## src/rtl/dmem_pkg.sv

```systemverilog
// Shared types and helpers for the data-memory requester controller.
// State encoding includes SCRUB, reachable only when DMEM_SCRUB_EN is defined.
package dmem_pkg;

    typedef enum logic [2:0] {
        IDLE  = 3'd0,
        WRITE = 3'd1,
        READ  = 3'd2,
        RESP  = 3'd3,
        SCRUB = 3'd4
    } state_t;

    localparam int BYTE_OFS = 2;

    // Word-aligned and inside the 2**n word window; callers zero-extend to 64 bits.
    function automatic logic addr_ok(input logic [63:0] addr, input int n);
        logic [63:0] w_hi;
        w_hi = addr >> (n + BYTE_OFS);
        return (addr[BYTE_OFS-1:0] == '0) && (w_hi == '0);
    endfunction

endpackage

```

## src/rtl/dmem_lat_cnt.sv

```systemverilog
// Loadable down-counter with a terminal-count (zero) flag.
// Holds at zero; the reset value is a parameter so it can double as a scrub address counter.
module dmem_lat_cnt #(
    parameter int               WIDTH   = 3,
    parameter logic [WIDTH-1:0] RST_VAL = '0
) (
    input  logic             clk,
    input  logic             rst,
    input  logic             i_load,
    input  logic [WIDTH-1:0] i_load_val,
    input  logic             i_en,
    output logic [WIDTH-1:0] o_cnt,
    output logic             o_done
);

    logic [WIDTH-1:0] r_cnt;
    logic             w_done;

    assign w_done = (r_cnt == '0);

    always_ff @(posedge clk or negedge rst) begin
        if (!rst) begin
            r_cnt <= RST_VAL;
        end else if (i_load) begin
            r_cnt <= i_load_val;
        end else if (i_en && !w_done) begin
            r_cnt <= r_cnt - 1'b1;
        end
    end

    assign o_cnt  = r_cnt;
    assign o_done = w_done;

endmodule

```

## src/rtl/dmem_access_ctrl.sv

```systemverilog
// Requester-side controller for a single-port data memory: one load/store at a time.
// Optional DMEM_SCRUB_EN: zero every memory word after reset before accepting requests.
module dmem_access_ctrl
    import dmem_pkg::*;
#(
    parameter int W      = 32,
    parameter int N      = 5,
    parameter int RD_LAT = 1
) (
    input  logic         clk,
    input  logic         rst,
    input  logic         req_valid,
    output logic         req_ready,
    input  logic         req_we,
    input  logic [W-1:0] req_addr,
    input  logic [W-1:0] req_wdata,
    output logic         rsp_valid,
    input  logic         rsp_ready,
    output logic [W-1:0] rsp_rdata,
    output logic         rsp_error,
    output logic         mem_read,
    output logic         mem_write,
    output logic [N-1:0] mem_address,
    output logic [W-1:0] mem_write_data,
    input  logic [W-1:0] mem_read_data
);

`ifdef DMEM_SCRUB_EN
    localparam state_t RST_STATE = SCRUB;
`else
    localparam state_t RST_STATE = IDLE;
`endif

    state_t         r_state;
    state_t         w_next;
    logic [N-1:0]   r_addr;
    logic [W-1:0]   r_wdata;
    logic [W-1:0]   r_rdata;
    logic           r_error;
    logic           w_accept;
    logic           w_ok;
    logic           w_lat_done;
    logic [2:0]     w_unused_lat_cnt;

    assign w_accept = (r_state == IDLE) && req_valid;
    assign w_ok     = addr_ok(64'(req_addr), N);

    // Loaded with RD_LAT-1 at accept so the last READ cycle is the one where it reads zero.
    dmem_lat_cnt #(
        .WIDTH   (3),
        .RST_VAL (3'd0)
    ) u_lat_cnt (
        .clk        (clk),
        .rst        (rst),
        .i_load     (w_accept),
        .i_load_val (3'(RD_LAT - 1)),
        .i_en       (r_state == READ),
        .o_cnt      (w_unused_lat_cnt),
        .o_done     (w_lat_done)
    );

`ifdef DMEM_SCRUB_EN
    logic [N-1:0] w_scrub_cnt;
    logic         w_scrub_done;

    // Counts down from all-ones; the inverted count walks word 0 upward.
    dmem_lat_cnt #(
        .WIDTH   (N),
        .RST_VAL ({N{1'b1}})
    ) u_scrub_cnt (
        .clk        (clk),
        .rst        (rst),
        .i_load     (1'b0),
        .i_load_val ('0),
        .i_en       (r_state == SCRUB),
        .o_cnt      (w_scrub_cnt),
        .o_done     (w_scrub_done)
    );
`endif

    always_ff @(posedge clk or negedge rst) begin
        if (!rst) begin
            r_state <= RST_STATE;
            r_addr  <= '0;
            r_wdata <= '0;
            r_rdata <= '0;
            r_error <= 1'b0;
        end else begin
            r_state <= w_next;
            if (w_accept) begin
                r_addr  <= req_addr[N+BYTE_OFS-1:BYTE_OFS];
                r_wdata <= req_wdata;
                r_rdata <= '0;
                r_error <= !w_ok;
            end else if ((r_state == READ) && w_lat_done) begin
                r_rdata <= mem_read_data;
            end
        end
    end

    always_comb begin
        w_next = r_state;
        unique case (r_state)
            IDLE: begin
                if (req_valid) begin
                    if (!w_ok)       w_next = RESP;
                    else if (req_we) w_next = WRITE;
                    else             w_next = READ;
                end
            end
            WRITE: w_next = RESP;
            READ:  if (w_lat_done) w_next = RESP;
            RESP:  if (rsp_ready)  w_next = IDLE;
`ifdef DMEM_SCRUB_EN
            SCRUB: if (w_scrub_done) w_next = IDLE;
`endif
            default: w_next = IDLE;
        endcase
    end

    always_comb begin
        req_ready      = (r_state == IDLE);
        rsp_valid      = (r_state == RESP);
        rsp_rdata      = (r_state == RESP) ? r_rdata : '0;
        rsp_error      = (r_state == RESP) && r_error;
        mem_read       = (r_state == READ);
        mem_write      = (r_state == WRITE);
        mem_address    = r_addr;
        mem_write_data = (r_state == WRITE) ? r_wdata : '0;
`ifdef DMEM_SCRUB_EN
        if (r_state == SCRUB) begin
            mem_write   = 1'b1;
            mem_address = ~w_scrub_cnt;
        end
`endif
    end

endmodule

```

## config.mk

```make
export PLATFORM = sky130hd
export DESIGN_NAME = dmem_access_ctrl
export DESIGN_NICKNAME = d
export VERILOG_FILES = /design/src/rtl/dmem_pkg.sv /design/src/rtl/dmem_lat_cnt.sv /design/src/rtl/dmem_access_ctrl.sv
export SDC_FILE = /design/constraint.sdc
export NUM_CORES = 1
export LEC_CHECK = 0
export CORE_ASPECT_RATIO = 0.6
export CORE_MARGIN = 2
export CORE_UTILIZATION = 41
export CTS_CLUSTER_SIZE = 14
export DETAILED_ROUTE_END_ITERATION = 8
export PLACE_DENSITY = 0.93
export SLEW_MARGIN = 5
export SYNTH_ARGS = -nofsm -noshare
export SYNTH_HDL_FRONTEND = slang
export SYNTH_HIERARCHICAL = 1
export SYNTH_SLANG_ARGS = --single-unit
```

## constraint.sdc

```tcl
create_clock -name clk -period 2.14 [get_ports clk]
set_input_delay 0.428 -clock clk [delete_from_list [all_inputs] [get_ports clk]]
set_output_delay 0.428 -clock clk [all_outputs]
set_load 0.01 [all_outputs]
```

# Word-level counts from Yosys, hierarchy flattened
# Index checks and enable logic that the tools add are counted.
# op_classes
n_addsub	1
n_mul	0
div	0
magnitude_cmp	0
eq_ne	6
n_shift	0
n_mux	12
bitwise	0
n_reduce_logical	14
# ops
op	n
$mux 32	4
$logic_not 64->1	1
$mux 3	5
$pmux 3 s4	1
$eq 3x2->1 const B	2
$logic_not 3->1	2
$logic_and 1x1->1	5
$mux 2	2
$ne 2x2->1 const B	2
$reduce_bool 2->1	2
$eq 3x1->1 const B	1
$reduce_and 3->1	1
$sub 3x1->3 const B	1
$logic_not 1->1	2
$logic_not 2->1	1
$ne 2x1->1 const B	1
# word_totals
reg_bits	76
latchBits	0
mem_bits_rw	0
mem_bits_ro	0
in_bits	101
output_inout_bits	74
mem_count	0

# Longest topological paths before layout
# Gate-level depths: netlist of the first run.
# depth
ltp_word	5
depth_mapped	9
mapped_depth_nobuf	6

# Modules after synthesis
# Netlist of the first run, hierarchy kept.
# modules_own_cells
module	n_inst	cells_each	area_per_inst_um2	seq_area_each_um2
dmem_access_ctrl	1	259	3364.5	1801.7
dmem_lat_cnt	1	19	207.7	75.1

# Worst setup path after synthesis of the first run
# Ideal clock, no wire load.
# synth_path
path_type	register -> register
start	register r_state[0]
end	register u_lat_cnt.r_cnt[2] (netlist: u_lat_cnt/o_cnt[2])
arrival_ns	1.784
required_time_ns	2.014
slack_ns	0.230
stages_incl_launch_ff	10
path_cell_list	dfrtp_1 inv_1 ha_1 nand2_2 inv_2 buf_6 buf_12 buf_6 and2b_4 a221o_1
# synth_via
elab_chain_len	3
elab_cells_between_ends	6
cone_classes	1 x eq/ne; 1 x mux; 4 x reduce/logical
# synth_rtl
element	line_no	source
from (decl)	dmem_access_ctrl.sv:34	state_t r_state;
from (signal assigned)	dmem_access_ctrl.sv:89	r_state <= w_next;
$logic_not 3->1 *	-	
via req_ready	dmem_access_ctrl.sv:13	output logic req_ready,
$logic_and 1x1->1 *	dmem_access_ctrl.sv:45	assign w_accept = (r_state == IDLE) && req_valid;
via w_accept	dmem_access_ctrl.sv:40	logic w_accept;
$mux 3 / $reduce_bool 2->1 (equally long branches)	-	
to (signal assigned)	dmem_lat_cnt.sv:25	r_cnt <= i_load_val;
to (signal assigned)	dmem_lat_cnt.sv:27	r_cnt <= r_cnt - 1'b1;
to (decl)	dmem_lat_cnt.sv:16	logic [WIDTH-1:0] r_cnt;
# The timed path passes the listed nets; every way through them passes the cells marked *.
# A chain may end at the register's enable or synchronous reset.

# Worst setup path in the final report of the first run
# layout_path
start	register r_state[1]
end	output port rsp_rdata[18]
# layout_via
elab_chain_len	2
# layout_rtl
element	line_no	source
$eq 3x2->1	dmem_access_ctrl.sv:124	rsp_rdata = (r_state == RESP) ? r_rdata : '0;
$mux 32	dmem_access_ctrl.sv:124	
to (decl)	dmem_access_ctrl.sv:19	output logic [W-1:0] rsp_rdata,
# Every way passes these cells.

==> results of run 1 <==
-- flip-flops by register name, summed over array words and instances, names as in the netlist --
| signal | cells |
|---|---|
| u_lat_cnt/o_cnt | 3 |
| r_rdata | 32 |
| r_state | 2 |
| r_wdata | 32 |
| r_error | 1 |
| mem_address | 5 |
-- routing by layer --
layer,wire [um],GRT usage [%]
met5,0,0
met2,4600,34.2
met1,4010,23.7
met3,616,5.76
met4,131,6.74
-- cells by family (layout without fill, tap and decap cells) --
logic type / count (synthesis) / in the layout
buf+inv: 26 / 211
mux: 37 / 37
fa+ha+maj: 6 / 6
simple gates: 88 / 88
flops: 75 / 75
other cells: 1 / 3
compound gates: 45 / 45
-- layout by cell type (no fill, tap or decap), types with 2 or more instances in the layout --
cell type	count
ha_2	3
ha_1	2
nand2b_1	3
buf_4	9
a22o_1	30
inv_6	2
nor4_1	6
nor4b_1	3
dlymetal6s2s_1	30
and2_1	65
a221o_1	3
inv_1	7
clkinv_4	2
nor2b_1	2
a22o_2	2
a21oi_1	5
conb_1	3
dfrtp_1	74
dlygate4sd2_1	39
clkbuf_16	10
mux2_2	18
mux2_4	19
clkdlybuf4s50_1	104
buf_12	3
bufinv_16	2
-- where the power goes --
part | total, mW | switching (mW) | internal, mW | leakage (nW)
logic | 3.42 | 1.43 | 1.99 | 2.09
clock network | 1.65 | 0.586 | 1.06 | 0.164
registers | 2.51 | 0.385 | 2.13 | 0.938
-- final cells by class --
cell class,count,area [um^2],area share [%]
multi-input combinational,179,1540,26.3
clock buffer,10,239,4.08
timing repair buffer,187,1940,33.1
tap,112,140,2.39
sequential,75,1880,32.0
inverter,8,30.0,0.512
clock inverter,6,95.1,1.62
-- how the worst max path moves through the flow --
stage | to | slack (ns) | cells after the start
2_1_floorplan | u_lat_cnt/o_cnt[2] | 0.23 | 9
3_3_place_gp | r_rdata[20] | 0.03 | 6
3_5_place_dp | r_rdata[1] | -0.03 | 6
4_1_cts | mem_write_data[10] | -0.14 | 5
5_1_grt | rsp_rdata[18] | -0.0006 | 5
6_report | rsp_rdata[18] | 0.05 | 5
-- Yosys cell counts (all sizes together) --
| library cell | count |
|---|---|
| and3 | 1 |
| nand3 | 1 |
| o221ai | 1 |
| dfrtp | 75 |
| and2 | 65 |
| nand2b | 3 |
| nand2 | 2 |
| a22o | 32 |
| nor4 | 6 |
| inv | 8 |
| nor4b | 3 |
| ha | 6 |
| a21oi | 6 |
| nor2 | 1 |
| a221o | 3 |
| o21ai | 1 |
| o2111a | 1 |
| clkbuf | 6 |
| and2b | 1 |
| mux2 | 37 |
| nor3 | 1 |
| a211oi | 1 |
| buf | 12 |
| nor2b | 2 |
| nand4 | 1 |
| conb | 1 |
| or2 | 1 |
-- timing repair --
action / CTS / global route
resized for setup: 40 / 37
gates cloned: 0 / 1
hold buffers: 0 / 0
setup endpoints to repair: 67 / 51
buffers inserted: 3 / 1
==> out/metrics.cfg, run 1 <==
[sta]
slew_headroom_pct=63.6
finalSetupViolCount=0
period_needed_ns=2.09
layout_setup_ws_ns=0.0468
skew_ns=0.00431
final-max-slew-violation-count=0
tns_ns=0
worst_pin_slew_ns=0.546
period_share_pct=97.8
hold_violations=0
whs_ns=0.0770
fmax_ghz=0.478

[floorplan]
io_pins=175
num_rows=26
initial_core_util_pct=42.1
dieArea_um2=9500
die_h_um=76.3
fp.dieW_um=125
core-area_um2=8490

[critical_path]
start_kind=register
worst_ep_required_time_ns=1.71
cp_slowest_cell=dfrtp_1
path_cells=buf_4 > ha_4 > clkbuf_16 > and2_1 > dlygate4sd2_1
crit_buf_inv=3
endpoint_kind=output pin
cp.arrival_ns=1.67
path_max_fanout=17
r2r_setup_slack_ns=0.15
crit_type=register to output pin
worstSetupStartpoint=r_state[1]
crit_path_max_incr_delay_ns=0.41
reg2reg_to=u_lat_cnt/o_cnt[0]
critical_path.top_delay_family=buffers and inverters
worstReg2RegStart=r_state[0]
reg2reg_depth=9

[yosys]
synth_area_leader_cell=dfrtp_1
synth_area_leaders=dfrtp_1 53%, and2_1 11%, mux2_4 8.0%
synthesis.instances=278
netlist_area_um2=3570
synthXorXnorAreaFrac_pct=0
netlist-cell-type-count=34
synthMuxAreaShare_pct=13.7
synth_top_family_by_area=simple AND/OR/NAND/NOR gates
ys_seq_area_share_pct=52.5
synth_fa_ha_area_share_pct=2.10
yosysWarningCount=6
synth_seq_cells=75
synthDominantCellAreaShare_pct=52.5
synth-simple-area-share_pct=15.7
syn_area_per_cell_um2=12.8
synth_compound_area_share_pct=10.6

[drt]
wirelength_um=9360
post_drt_via_cell_ratio=4.96
ant_nets=0
drc=0
drtPass1Iterations=4
vias=2860
wire_per_inst_um=16.2
drt-initial-drc-count=133

[global_routing]
antenna_found_initial=0
first_global_vias=2974
grt_pass1_wl_um=15000
grt_max_degree=46
grt_usage_pct=19.7
grt-ovfl-total=0

[placed_design]
finalWeightedCongestion=0.753
numPortBuffers=174
pre_cts_slack_ns=-0.0256
placed_area_um2=5410
dp_hpwl_um=6840
placed_cells=556

[clock_tree]
insertion_delay_ns=0.33
cts_root_buf=clkbuf_16
cts_tree=yes
h-tree-depth=3
cts-buffers-inserted=9
clk_pin_slew_worst_paths_ns=0.06
cts_num_sinks=75
ctsLongestPathBuffers=2

[layout]
fin_util_pct=69.0
antenna_cells_inserted=0
final_area_um2=5860
fillers=622
fin_nets=567
fin_cells=577
drive_above_1_share_pct=17.2
area_growth_pct=64.1

[run]
drv_cap=0

[status]
status=completed

[pwr]
power.total_mw=7.59
leakagePower_nw=3.19
p_per_area_nw_per_um2=1290
ir_worst_vdd_mv=0.700

[min_path]
hold_path.class=input pin to async pin

Power figures use the tool's default switching activity.
==> run 2, diff against run 1 <==
--- a/config.mk
+++ b/config.mk
@@ -5,12 +5,14 @@
 export SDC_FILE = /design/constraint.sdc
 export NUM_CORES = 1
 export LEC_CHECK = 0
+export ABC_CLOCK_PERIOD_IN_PS = 2140
 export CORE_ASPECT_RATIO = 0.6
 export CORE_MARGIN = 2
 export CORE_UTILIZATION = 41
 export CTS_CLUSTER_SIZE = 14
 export DETAILED_ROUTE_END_ITERATION = 8
 export PLACE_DENSITY = 0.93
+export REMOVE_ABC_BUFFERS = 1
 export SLEW_MARGIN = 5
 export SYNTH_ARGS = -nofsm -noshare
 export SYNTH_HDL_FRONTEND = slang
==> run 2 against run 1 <==
The run now ends with setup timing left. Register-to-register slack improved by 0.08 ns. Non-clock buffer count decreased by 1. Final area down 0.38%. Cell count is 0.35% lower. Combinational power barely moved. Sequential cell count did not move. Critical path type unchanged. Critical endpoint is now mem_read. Largest power group unchanged.
==> out/metrics.cfg, run 2 (synthesis results as in run 1) <==
[drt]
vias=2892
post_drt_via_cell_ratio=5.03
wirelength_um=9690
ant_nets=0
drtPass1Iterations=4
drt-initial-drc-count=115
drc=0
wire_per_inst_um=16.8

[run]
drv_cap=0

[critical_path]
crit_path_max_incr_delay_ns=0.58
path_max_fanout=8
cp_slowest_cell=clkdlybuf4s50_1
critical_path.top_delay_family=buffers and inverters
endpoint_kind=output pin
cp.arrival_ns=1.75
crit_buf_inv=2
crit_type=register to output pin
start_kind=register
path_cells=inv_1 > ha_2 > clkdlybuf4s50_1
worst_ep_required_time_ns=1.71

[sta]
final-max-slew-violation-count=0
finalSetupViolCount=1
worst_pin_slew_ns=0.520
hold_violations=0
period_needed_ns=2.18
period_share_pct=102
rsz0062_at_grt=yes
layout_setup_ws_ns=-0.0363
tns_ns=-0.0363
skew_ns=0.00215
slew_headroom_pct=65.4
fmax_ghz=0.459

[pwr]
clockPowerShare_pct=20.9
ir_worst_vdd_mv=0.878
power.total_mw=7.50
p_switching_mw=2.36
swShare_pct=31.4
p_per_area_nw_per_um2=1280
leakagePower_nw=3.37
combPwrFrac_pct=45.5
pwr-share-seq_pct=33.6
internal_power_mw=5.14

[clock_tree]
cts_tree=yes
h-tree-depth=3
cts_root_buf=clkbuf_16
clk_pin_slew_worst_paths_ns=0.06
cts_num_sinks=75
ctsLongestPathBuffers=2
hold_buffers=0
cts-buffers-inserted=9
insertion_delay_ns=0.33

[floorplan]
core-area_um2=8490
io_pins=175
fp.dieW_um=125
dieArea_um2=9500
num_rows=26
initial_core_util_pct=42.1
die_h_um=76.3

[global_routing]
first_global_vias=3115
grt_max_degree=41
grt_usage_pct=20.1
antenna_found_initial=0
grt_pass1_wl_um=15300
grt-ovfl-total=0

[min_path]
hold_path.class=input pin to async pin

[status]
violations=setup timing
status=finished, violations left

[layout]
final_cell_mix=105 x clkdlybuf4s50_1, 74 x dfrtp_1, 65 x and2_1
antenna_cells_inserted=0
drive_above_1_share_pct=20.3
layout_commonest_cell=clkdlybuf4s50_1
fin_util_pct=68.8
area_growth_pct=63.4
fin_nets=566

[placed_design]
numPortBuffers=174
dp_hpwl_um=6920
finalWeightedCongestion=0.804

## run 2: cell count changes in the layout (fill, tap and decap cells not counted), sizes merged
cell           previous run  this run
dlymetal6s2s             30        50
buf                      13        12
clkbuf                   11        27
clkinv                    2         3
inv                      10         8
clkdlybuf4s50           104       105
dlygate4sd2              39         2
## run 2: power by group through the flow
| stage | Combinational [mW] | Sequential, mW | Clock, mW |
|---|---|---|---|
| after floorplan | 1.92 | 2.41 | 0 |
| after global placement | 3.33 | 2.48 | 0 |
| after detailed placement | 3.47 | 2.52 | 0 |
| after CTS | 3.42 | 2.50 | 1.61 |
| after global routing | 3.69 | 2.60 | 1.68 |
| final | 3.41 | 2.52 | 1.57 |
## run 2: repair_timing
action	4_1_cts	5_1_grt
pin swaps	0	0
gates cloned	0	1
setup endpoints to repair	68	58
gates resized for setup	18	90
buffers inserted	2	1
## run 2: path summary, 6_finish.rpt
path                       cells past startpoint       start     endpoint  slack (ns)
max                                            3  r_state[0]     mem_read       -0.04
min                                            1         rst   r_wdata[3]        0.07
max reg2reg                                    7  r_state[1]  r_wdata[20]        0.23
min reg2reg                                    2     r_error      r_error        0.49
max in group asynchronous                      2         rst   r_state[0]        1.46
min in group clk                               2     r_error      r_error        0.49
## run 2: per-layer routing
| layer | global-route usage (%) | wire [um] | vias to the layer above |
|---|---|---|---|
| li1 | - | - | 1335 |
| met1 | 25.8 | 4210 | 1424 |
| met2 | 32.6 | 4800 | 123 |
| met3 | 6.60 | 594 | 10 |
| met4 | 6.40 | 91 | 0 |
| met5 | 0 | 0 | - |
## run 2: area by class of cell
cell class / instances / area (um^2)
flip-flops and latches: 75 / 1880
clock inverters: 5 / 78.8
well taps: 112 / 140
multi-input cells: 179 / 1540
repair buffers: 186 / 1940
fillers: 605 / 2650
inverters: 8 / 30.0
clock buffers: 10 / 229
## run 2: worst reg2reg max path, stage by stage (launching register included)
cell and delay, ns:
dfrtp_1 0.43, buf_4 0.16, inv_2 0.07, ha_2 0.22
nand2_2 0.09, inv_2 0.23, buf_12 0.24, mux2_2 0.36
## run 2: stage by stage
step / setup WS (ns) / area, um^2 / instances / hold slack (ns)
after floorplan: -0.145 / 3420 / 262 / 0.132
after global placement: 0.190 / 5410 / 556 / 0.431
after detailed placement: 0.117 / 5410 / 556 / 0.440
after CTS: -0.190 / 5710 / 573 / 0.0847
after global routing: -0.127 / 5840 / 575 / 0.108
final: -0.0363 / 5840 / 575 / 0.0701
==> run 3, diff against run 2 <==
--- a/config.mk
+++ b/config.mk
@@ -6,6 +6,7 @@
 export NUM_CORES = 1
 export LEC_CHECK = 0
 export ABC_CLOCK_PERIOD_IN_PS = 2140
+export CAP_MARGIN = 20
 export CORE_ASPECT_RATIO = 0.6
 export CORE_MARGIN = 2
 export CORE_UTILIZATION = 41
==> results of run 3 <==
Final layout, timing and power as in run 2 (identical DEF).
